===== src/rtl/riscv_pkg.sv =====
// Shared types for the branch-history tracker: in-flight entry layout and an
// integrity helper for the padded history field.
package riscv_pkg;

   // Widest global history the entry layout can carry; narrower histories are zero-padded.
   localparam int unsigned BP_HIST_MAX = 8;

   typedef struct packed {
      logic [BP_HIST_MAX-1:0] history;
      logic [1:0]             predict;
   } bp_entry_t;

   // Any set bit above the live history width means the stored entry is corrupt.
   function automatic logic hist_pad_dirty(input bp_entry_t e, input int unsigned g);
      logic acc;
      acc = 1'b0;
      for (int unsigned i = 0; i < BP_HIST_MAX; i++) begin
         if (i >= g) begin
            acc = acc | e.history[i];
         end
      end
      return acc;
   endfunction

endpackage


===== src/rtl/riscv_bp_hist_if.sv =====
// Branch-history tracker bus: fetch-side push, EX-side resolve, flush and the
// predictor write port.
interface riscv_bp_hist_if #(
   parameter int unsigned BP_GLOBAL_BITS = 2
);
   logic                      if_br_push;
   logic [1:0]                if_br_predict;
   logic [BP_GLOBAL_BITS-1:0] bp_history;
   logic                      bp_full;
   logic                      ex_br_resolve;
   logic                      ex_br_taken;
   logic                      pipe_flush;
   logic [BP_GLOBAL_BITS-1:0] bu_bp_history;
   logic [1:0]                bu_bp_predict;
   logic                      bu_bp_btaken;
   logic                      bu_bp_update;
   logic                      bp_mispredict;
   logic                      bp_err;

   modport master (
      output if_br_push, if_br_predict, ex_br_resolve, ex_br_taken, pipe_flush,
      input  bp_history, bp_full, bu_bp_history, bu_bp_predict, bu_bp_btaken,
             bu_bp_update, bp_mispredict, bp_err
   );

   modport slave (
      input  if_br_push, if_br_predict, ex_br_resolve, ex_br_taken, pipe_flush,
      output bp_history, bp_full, bu_bp_history, bu_bp_predict, bu_bp_btaken,
             bu_bp_update, bp_mispredict, bp_err
   );
endinterface


===== src/rtl/riscv_bp_queue.sv =====
// In-flight branch FIFO: power-of-two ring with registered empty/full flags
// and a synchronous clear that overrides push and pop.
module riscv_bp_queue
   import riscv_pkg::*;
#(
   parameter int unsigned DEPTH = 4
) (
   input  logic      clk,
   input  logic      rstn,
   input  logic      clear,
   input  logic      push,
   input  logic      pop,
   input  bp_entry_t push_data,
   output bp_entry_t head,
   output logic      empty,
   output logic      full
);
   localparam int unsigned PW = $clog2(DEPTH);
   localparam int unsigned CW = PW + 1;

   bp_entry_t         mem_r [DEPTH];
   logic [PW-1:0]     wr_ptr_r;
   logic [PW-1:0]     rd_ptr_r;
   logic [CW-1:0]     count_r;
   logic [CW-1:0]     count_nxt_s;
   logic              empty_r;
   logic              full_r;

   // Next occupancy; the caller never pops empty nor pushes full without a pop.
   always_comb begin
      count_nxt_s = count_r;
      if (clear) begin
         count_nxt_s = '0;
      end else begin
         case ({push, pop})
            2'b10:   count_nxt_s = count_r + CW'(1);
            2'b01:   count_nxt_s = count_r - CW'(1);
            default: count_nxt_s = count_r;
         endcase
      end
   end

   // Storage, ring pointers and occupancy flags.
   always_ff @(posedge clk or negedge rstn) begin
      if (!rstn) begin
         for (int i = 0; i < int'(DEPTH); i++) begin
            mem_r[i] <= '0;
         end
         wr_ptr_r <= '0;
         rd_ptr_r <= '0;
         count_r  <= '0;
         empty_r  <= 1'b1;
         full_r   <= 1'b0;
      end else begin
         if (clear) begin
            wr_ptr_r <= '0;
            rd_ptr_r <= '0;
         end else begin
            if (push) begin
               mem_r[wr_ptr_r] <= push_data;
               wr_ptr_r        <= wr_ptr_r + PW'(1);
            end
            if (pop) begin
               rd_ptr_r <= rd_ptr_r + PW'(1);
            end
         end
         count_r <= count_nxt_s;
         empty_r <= (count_nxt_s == CW'(0));
         full_r  <= (count_nxt_s == CW'(DEPTH));
      end
   end

   assign head  = mem_r[rd_ptr_r];
   assign empty = empty_r;
   assign full  = full_r;

endmodule


===== src/rtl/riscv_bp_hist.sv =====
// Speculative/committed global branch history with an in-flight entry queue
// that replays each branch's snapshot to the predictor when it resolves.
module riscv_bp_hist
   import riscv_pkg::*;
#(
   parameter int unsigned XLEN           = 32,
   parameter int unsigned BP_GLOBAL_BITS = 2,
   parameter int unsigned DEPTH          = 4
) (
   input  logic            clk,
   input  logic            rstn,
   riscv_bp_hist_if.slave  bp
);
   localparam int unsigned G = BP_GLOBAL_BITS;

   if (G < 2 || G > BP_HIST_MAX) begin : g_bad_hist
      $error("riscv_bp_hist: BP_GLOBAL_BITS out of range");
   end
   if (DEPTH < 2 || (DEPTH & (DEPTH - 1)) != 0) begin : g_bad_depth
      $error("riscv_bp_hist: DEPTH must be a power of two >= 2");
   end
   if (XLEN != 32 && XLEN != 64) begin : g_bad_xlen
      $error("riscv_bp_hist: XLEN must be 32 or 64");
   end

   logic [G-1:0] spec_ghr_r;
   logic [G-1:0] commit_ghr_r;
   logic [G-1:0] spec_ghr_nxt_s;
   logic [G-1:0] commit_ghr_nxt_s;
   bp_entry_t    head_s;
   bp_entry_t    push_entry_s;
   logic         q_empty_s;
   logic         q_full_s;
   logic         resolve_ok_s;
   logic         mispred_s;
   logic         kill_s;
   logic         push_room_s;
   logic         push_acc_s;
   logic         err_s;

   logic         bu_update_r;
   logic [G-1:0] bu_history_r;
   logic [1:0]   bu_predict_r;
   logic         bu_btaken_r;
   logic         mispredict_r;
   logic         err_r;

   // A full queue still takes a push when a correct resolve frees the head slot.
   always_comb begin
      push_entry_s               = '0;
      push_entry_s.history[G-1:0] = spec_ghr_r;
      push_entry_s.predict       = bp.if_br_predict;
      resolve_ok_s = bp.ex_br_resolve & ~q_empty_s;
      mispred_s    = resolve_ok_s & (head_s.predict[1] ^ bp.ex_br_taken);
      kill_s       = mispred_s | bp.pipe_flush;
      push_room_s  = ~q_full_s | (resolve_ok_s & ~mispred_s);
      push_acc_s   = bp.if_br_push & push_room_s & ~kill_s;
      err_s        = (bp.if_br_push & ~push_room_s)
                   | (bp.ex_br_resolve & q_empty_s)
                   | (resolve_ok_s & hist_pad_dirty(head_s, G));
      if (resolve_ok_s) begin
         commit_ghr_nxt_s = {commit_ghr_r[G-2:0], bp.ex_br_taken};
      end else begin
         commit_ghr_nxt_s = commit_ghr_r;
      end
      if (kill_s) begin
         spec_ghr_nxt_s = commit_ghr_nxt_s;
      end else if (push_acc_s) begin
         spec_ghr_nxt_s = {spec_ghr_r[G-2:0], bp.if_br_predict[1]};
      end else begin
         spec_ghr_nxt_s = spec_ghr_r;
      end
   end

   riscv_bp_queue #(
      .DEPTH (DEPTH)
   ) u_queue (
      .clk       (clk),
      .rstn      (rstn),
      .clear     (kill_s),
      .push      (push_acc_s),
      .pop       (resolve_ok_s),
      .push_data (push_entry_s),
      .head      (head_s),
      .empty     (q_empty_s),
      .full      (q_full_s)
   );

   // History registers, predictor write port and sticky error.
   always_ff @(posedge clk or negedge rstn) begin
      if (!rstn) begin
         spec_ghr_r   <= '0;
         commit_ghr_r <= '0;
         bu_update_r  <= 1'b0;
         bu_history_r <= '0;
         bu_predict_r <= 2'b00;
         bu_btaken_r  <= 1'b0;
         mispredict_r <= 1'b0;
         err_r        <= 1'b0;
      end else begin
         spec_ghr_r   <= spec_ghr_nxt_s;
         commit_ghr_r <= commit_ghr_nxt_s;
         bu_update_r  <= resolve_ok_s;
         err_r        <= err_r | err_s;
         if (resolve_ok_s) begin
            bu_history_r <= head_s.history[G-1:0];
            bu_predict_r <= head_s.predict;
            bu_btaken_r  <= bp.ex_br_taken;
            mispredict_r <= mispred_s;
         end
      end
   end

   assign bp.bp_history    = spec_ghr_r;
   assign bp.bp_full       = q_full_s;
   assign bp.bu_bp_update  = bu_update_r;
   assign bp.bu_bp_history = bu_history_r;
   assign bp.bu_bp_predict = bu_predict_r;
   assign bp.bu_bp_btaken  = bu_btaken_r;
   assign bp.bp_mispredict = mispredict_r;
   assign bp.bp_err        = err_r;

endmodule


===== src/flat_wrapper.sv =====
// flat-port wrapper written by rule: the top's interface ports become plain ports
module riscv_bp_hist_flat import riscv_pkg::*;
#(
   parameter int unsigned XLEN           = 32,
   parameter int unsigned BP_GLOBAL_BITS = 2,
   parameter int unsigned DEPTH          = 4
)
  (clk, rstn, bp_if_br_push, bp_if_br_predict, bp_ex_br_resolve, bp_ex_br_taken, bp_pipe_flush, bp_bp_history, bp_bp_full, bp_bu_bp_history, bp_bu_bp_predict, bp_bu_bp_btaken, bp_bu_bp_update, bp_bp_mispredict, bp_bp_err);
  riscv_bp_hist_if #(.BP_GLOBAL_BITS(BP_GLOBAL_BITS)) bp_i ();
  input  logic clk;
  input  logic rstn;
  input wire logic [$bits(bp_i.if_br_push)-1:0] bp_if_br_push;
  input wire logic [$bits(bp_i.if_br_predict)-1:0] bp_if_br_predict;
  input wire logic [$bits(bp_i.ex_br_resolve)-1:0] bp_ex_br_resolve;
  input wire logic [$bits(bp_i.ex_br_taken)-1:0] bp_ex_br_taken;
  input wire logic [$bits(bp_i.pipe_flush)-1:0] bp_pipe_flush;
  output wire logic [$bits(bp_i.bp_history)-1:0] bp_bp_history;
  output wire logic [$bits(bp_i.bp_full)-1:0] bp_bp_full;
  output wire logic [$bits(bp_i.bu_bp_history)-1:0] bp_bu_bp_history;
  output wire logic [$bits(bp_i.bu_bp_predict)-1:0] bp_bu_bp_predict;
  output wire logic [$bits(bp_i.bu_bp_btaken)-1:0] bp_bu_bp_btaken;
  output wire logic [$bits(bp_i.bu_bp_update)-1:0] bp_bu_bp_update;
  output wire logic [$bits(bp_i.bp_mispredict)-1:0] bp_bp_mispredict;
  output wire logic [$bits(bp_i.bp_err)-1:0] bp_bp_err;
  assign bp_i.if_br_push = bp_if_br_push;
  assign bp_i.if_br_predict = bp_if_br_predict;
  assign bp_i.ex_br_resolve = bp_ex_br_resolve;
  assign bp_i.ex_br_taken = bp_ex_br_taken;
  assign bp_i.pipe_flush = bp_pipe_flush;
  assign bp_bp_history = bp_i.bp_history;
  assign bp_bp_full = bp_i.bp_full;
  assign bp_bu_bp_history = bp_i.bu_bp_history;
  assign bp_bu_bp_predict = bp_i.bu_bp_predict;
  assign bp_bu_bp_btaken = bp_i.bu_bp_btaken;
  assign bp_bu_bp_update = bp_i.bu_bp_update;
  assign bp_bp_mispredict = bp_i.bp_mispredict;
  assign bp_bp_err = bp_i.bp_err;
  riscv_bp_hist #(.XLEN(XLEN), .BP_GLOBAL_BITS(BP_GLOBAL_BITS), .DEPTH(DEPTH)) u_core (.clk(clk), .rstn(rstn), .bp(bp_i));
endmodule

===== config.mk =====
export PLATFORM = sky130hd
export DESIGN_NAME = riscv_bp_hist_flat
export DESIGN_NICKNAME = d
export VERILOG_FILES = /design/src/rtl/riscv_pkg.sv /design/src/rtl/riscv_bp_hist_if.sv /design/src/rtl/riscv_bp_queue.sv /design/src/rtl/riscv_bp_hist.sv /design/src/flat_wrapper.sv
export SDC_FILE = /design/constraint.sdc
export NUM_CORES = 1
export LEC_CHECK = 0
export CAP_MARGIN = 10
export CORE_UTILIZATION = 55
export CTS_CLUSTER_DIAMETER = 200
export DETAILED_ROUTE_END_ITERATION = 6
export HOLD_SLACK_MARGIN = 0.08
export MAX_ROUTING_LAYER = met4
export PLACE_DENSITY = 0.79
export SKIP_CTS_REPAIR_TIMING = 1
export SYNTH_ARGS = -nofsm -noshare
export SYNTH_HDL_FRONTEND = slang
export SYNTH_SLANG_ARGS = --single-unit

===== constraint.sdc =====
create_clock -name clk -period 4.1 [get_ports clk]
set_clock_uncertainty 0.1 [all_clocks]
set_input_delay 0.82 -clock clk [delete_from_list [all_inputs] [get_ports clk]]
set_output_delay 0.82 -clock clk [all_outputs]
set_load 0.01 [all_outputs]

* After elaboration in Yosys (flattened, before gate mapping)
Index checks and enable logic that the tools add are counted.
** Word-level totals
- Flip-flop bits (word level) :: 61
- Output and inout port bits :: 11
- Bits of input ports :: 8
** Operators by class
- Order comparisons :: 3
- Reduce and logical (&&, ||, !) cells :: 5
- $add $sub $neg :: 4
- Bitwise gates (word level) :: 26
- Eq/ne operators :: 3
- Muxes and demuxes :: 15
** Operator list (count)
- bitwise mux 40 bit :: 1
- 2-to-1 mux 10 bit :: 3
- binary-select mux 10 bit (select 2 bit) :: 1
- demux 10 bit (select 2 bit) :: 1
- 2-to-1 mux 2 bit :: 7
- bitwise OR 1 bit :: 10
- AND 1 bit :: 8
- >= comparator 3 bit (second input constant) :: 2
- NOT 2 -> 3 bit :: 2
- case mux 3 bit (2 select lines) :: 1
- NOT 1 bit :: 5
- adder 2 x 1 -> 2 bit (second input constant) :: 2
- nonzero test 2 bit :: 2
- adder 3 x 1 -> 3 bit (second input constant) :: 1
- == test 3 bit (second input constant) :: 1
- logical NOT 3 bit :: 1
- < comparator 3 x 1 -> 1 bit (second input constant) :: 1
- 2-to-1 mux 3 bit :: 1
- subtractor 3 x 1 -> 3 bit (second input constant) :: 1
- == test 2 x 1 -> 1 bit (second input constant) :: 1
- == test 2 bit (second input constant) :: 1
- AND reduction 2 bit :: 1
- logical AND 1 bit :: 1
- bitwise XOR 1 bit :: 1

* Depth between registers and ports, before layout
Gate-level depths: netlist of run 1.
- Depth after elaboration :: 15
- Depth in mapped cells :: 12

* Hierarchy
A second synthesis of run 1 with hierarchy kept.
** Second synthesis, totals
- Cells, all modules :: 196
- Area, all modules :: 2974.1 um2
** Modules (own cells, without submodules)
- riscv_bp_queue :: seq. area each 1227.4 um2, area each 2433.6 um2, cells each 141, times used 1
- riscv_bp_hist :: seq. area each 300.3 um2, area each 540.5 um2, cells each 55, times used 1

* Worst setup path before layout of run 1
No wires, ideal clock.
- Path type :: input port to flip-flop
- Start :: input port bp_ex_br_taken
- End :: register u_core.u_queue.empty_r (netlist: u_core.u_queue.empty)
- Cell stages on the path :: 11
- Slack :: 933 ps
- Path buffers :: 0
- Arrival time :: 2986 ps
- Cell sequence :: nand2b_1 mux2_4 a31oi_4 and2_1 inv_2 ha_1 fa_1 xnor2_1 nor2_1 xnor2_1 a211o_1
** Between the ends
- Longest elaborated chain between the ends :: 11
- Elaborated cells on any way between the ends :: 14
- Classes of those cells :: 2 x eq/ne; 2 x mux; 9 x bitwise; 1 x reduce/logical
** RTL lines
- from (decl) :: line flat_wrapper.sv:15 : input wire logic [$bits(bp_i.ex_br_taken)-1:0] bp_ex_br_taken;
- bitwise XOR 1 bit (*) :: line riscv_bp_hist.sv:54 : mispred_s = resolve_ok_s & (head_s.predict[1] ^ bp.ex_br_taken);
- AND 1 bit (*) :: line riscv_bp_hist.sv:54
- NOT 1 bit :: line riscv_bp_hist.sv:56 : push_room_s = ~q_full_s | (resolve_ok_s & ~mispred_s);
- AND 1 bit :: line riscv_bp_hist.sv:56
- bitwise OR 1 bit :: line riscv_bp_hist.sv:56
- AND 1 bit (2 in series) :: line riscv_bp_hist.sv:57 : push_acc_s = bp.if_br_push & push_room_s & ~kill_s;
- == test 2 x 1 -> 1 bit / == test 2 bit (equally long branches) :: line riscv_bp_queue.sv:35 : case ({push, pop})
- case mux 3 bit (2 select lines) :: line riscv_bp_queue.sv:35
- 2-to-1 mux 3 bit (*) :: line riscv_bp_queue.sv:32 : if (clear) begin
- logical NOT 3 bit (*) :: line riscv_bp_queue.sv:68 : empty_r <= (count_nxt_s == CW'(0));
- to (signal assigned) :: line riscv_bp_queue.sv:68
- to (decl) :: line riscv_bp_queue.sv:26 : logic empty_r;
Every way passes the cells marked *; elsewhere a longest branch is shown, timed or not.
A chain may end at the register's enable or synchronous reset.

* Final worst setup path of run 1
Same ends and word-level chain as after synthesis.

==> impl_results.md, run 1 <==
- Beginning of the critical path: bp_ex_br_taken
- Most used standard cells in the synthesized netlist: dfrtp_1, nand2_1, mux2_1
- Maximum number of pins on one net before global-route repair: 38
- Async set-or-reset flop fraction in the synthesized netlist: 1.00
- Hold violation total from the final report: 0
- Fin crit period: 3500 ps
- Yosys warning count: 0
- Worst-case hold slack: ~380 ps
- Number of placement rows: 20
- Core outline area: just over 0.003 mm²
- Post-synth net total: between 150 and 200
- Simple-gate portion of the synthesized area: 0.144
- Most area-consuming cells after synthesis: dfrtp_1, mux2_1, nand2_1
- Flop2flop setup slack: ~660 ps
- Primary flip-flop cell chosen by synthesis mapping: dfrtp_1
- Slew margin rel.: 0.688
- Static Leak: 0.953 nW
- Clk Latency, worst-skew pair: between 300 and 400 ps
- Synth Area in XOR/XNOR: 0.00957
- Fmax achieved: between 200 and 300 MHz
- Cell area after technology mapping: about 0.0018 mm²
- Final ANT Viol Nets: 0
- Wire length of the first global-routing pass: ~5600 µm
- Unrepaired setup endpoints after global routing: no
- Synth-to-layout area growth: 15.4%
- Die Height: slightly below 60 µm
- Mean instance size in the synthesized netlist: ~12 µm²
- Final worst-path cycle share: 0.855
- Initial detailed-routing violation count: 37
- Power density of the placed cells: 541 mW/mm²
- Number of primary I/O pins: 19
- CTS clk-pin slew, worst paths: 120 ps
- Max-cap violation count: 0
- Portion of the post-synthesis area used by sequential elements: 0.506
- Final wirelength: between 3000 and 4000 µm
- Total negative setup slack: 0 ps
- Fraction of final layout cells with drive strength greater than 1: 0.163
- Detailed placement HPWL: around 2500 µm
- Number of antenna cells inserted: 0
- Number of input and output port buffers inserted: 18
- Post-detailed-route wirelength per cell: between 15 and 20 µm
- Overall routing resource usage: 0.228
- Post-synthesis compound-gate area fraction: 0.0745
- Mux contribution to synthesized area: 0.198
- Number of levels the H-tree was split into: 2
- Cell count after synthesis: 148
- Via density: 5.49
- Horiz. Die Dim: around 60 µm
- Worst Path Required: between 4000 and 5000 ps
- Peak supply drop: around 250 µV
- Most numerous cell in the Yosys netlist: dfrtp_1
- Total gr overflow: 0
- Die area: roughly 0.0036 mm²
- Least-Margin Pin Slew: 468 ps
- Number of vias after detailed routing: 1185
- Type of the tightest min-delay check: reg -> reg
- Arrival time reported for the critical path endpoint: between 3000 and 4000 ps
- DRC Markers: 0
- Number of global-route vias before repair: 1194
- Routability-driven placement congestion ratio: ~0.79
- Netlist cell types: 39
- Pins Over Slew Limit: 0
- Number of buffers on the longest clock path: 2
- Setup crit end kind: flip-flop
- Combinational family with the most area after synthesis: multiplexers
- First-pass iteration count of the detailed router: 4
- Total CTS buffers: 5
- CTS Sinks: 37
- Number of enable flip-flop cells after synthesis: 0
- Cell chosen for the clock root: clkbuf_4
- # setup viols final: 0
- CTS tree: built
- Status: finished, final reports clean
- Number of nets in the layout: 185
- Synthesis-stage register bit count: 37
- Initial antenna violation count: 0
- Largest fanout of any net on the critical path: 6
- Hold path start: u_core.bp.bu_bp_history[1]
- Starting Density: 0.590
- Top-area cell type share of the netlist area: 0.492
- Most area-hungry cell type in the Yosys netlist: dfrtp_1
- Post-synthesis share of cell area spent on full adders, half adders and majority gates: 0.0451
- Crit Reg-Reg Startpoint: u_core.u_queue.rd_ptr_r[1]
- Type of element launching the critical path: input pin
- Crit path kind: in -> reg
layout make-up:
class | count | area (µm²)
multi-input cells | 102 | 861
clock inverters | 2 | 10.0
flip-flops and latches | 37 | 927
fillers | 250 | 991
inverters | 4 | 15.0
clock buffers | 6 | 41.3
well taps | 44 | 55.1
repair buffers | 21 | 203
sequential cells by signal, indices dropped and copies added, names as in the netlist:
register and count:
u_core.bp.bp_mispredict 1, u_core.commit_ghr_r 2, u_core.u_queue.rd_ptr_r 2, u_core.bp.bp_history 2, u_core.bp.bu_bp_btaken 1, u_core.bp.bu_bp_predict 2
u_core.u_queue.empty 1, u_core.bp.bp_err 1, u_core.u_queue.count_r 3, u_core.u_queue.wr_ptr_r 2, u_core.bp.bu_bp_history 2, u_core.u_queue.mem_r 16
u_core.u_queue.full 1, u_core.bp.bu_bp_update 1
per-layer routing:
layer	track usage	vias to the layer above	share of wire	wire length, µm
li1	-	561	-	-
met1	0.268	601	0.43	1450
met2	0.371	17	0.52	1740
met3	0.0606	6	0.029	97
met4	0.0930	0	0.018	60
met5	-	-	0	0
final timing paths:
path	endpoint	cells past startpoint
hold / removal	u_core.bp.bu_bp_history[1]	2
min in group asynchronous	u_core.bp.bu_bp_predict[0]	2
setup / recovery	u_core.u_queue.empty	12
setup reg to reg	u_core.u_queue.empty	11
max in group asynchronous	u_core.u_queue.empty	2
hold reg to reg	u_core.bp.bu_bp_history[1]	2
cells in the final DEF (no fill, tap or decap), types with 2 or more instances in the layout:
cell type and count:
nand3_2 4, a22o_1 2, mux2_2 2, mux2i_1 2, xnor2_1 2, a221o_1 2, o21ai_1 3, buf_4 3
inv_2 2, mux4_2 3, and2_1 4, clkbuf_4 5, mux2_1 17, nand2b_1 4, nor3_1 2, clkdlybuf4s50_1 18
nand2_1 21, inv_1 2, nor2b_1 2, a211o_1 2, dfrtp_1 36, clkinv_2 2, a21oi_1 3, mux2i_4 2
ha_1 5, nor2_1 7
cells by family after synthesis:
| kind of cell | after synthesis |
|---|---|
| xor+xnor | 2 |
| flops | 37 |
| fa+ha+maj | 6 |
| simple gates | 50 |
| compound gates | 17 |
| buf+inv | 9 |
| mux | 27 |
power by group:
part | switching (mW) | internal [mW]
logic | 0.176 | 0.216
clock network | 0.121 | 0.0653
registers | 0.0809 | 0.484
total | 0.377 | 0.766
worst max-delay path, stage by stage:
cell,delay [ps]
clkdlybuf4s50_1,460
nand2b_1,180
mux2_4,310
a31oi_4,300
and2_1,230
inv_2,40
ha_1,230
fa_1,440
xnor2_1,170
nor2_1,70
xnor2_1,150
a211o_1,280
through the flow:
step	area, µm²	power, mW	utilization	instances	setup slack, ps
after floorplan	1830	0.809	-	148	933
after global placement	2060	0.946	0.664	208	346
after detailed placement	2060	0.970	0.664	208	236
after CTS	2110	1.15	0.681	216	593
after global routing	2110	1.22	0.681	216	376
final	2110	1.14	0.681	216	596
Power figures use the tool's default switching activity.
==> inputs of run 2 (changes only) <==
==> constraint.sdc (replaced) <==
create_clock -name clk -period 4.1 [get_ports clk]
set_clock_uncertainty 0.1 [all_clocks]
set_input_delay 0.82 -clock clk [delete_from_list [all_inputs] [get_ports clk]]
set_output_delay 0.82 -clock clk [all_outputs]
set_load 0.05 [all_outputs]
==> results of run 2 <==
The final DEF is identical to that of run 1. Status: finished, final reports clean.
Main changes from that run: total power 1.14 mW -> 1.26 mW; worst IR drop on VDD 247 µV -> 273 µV
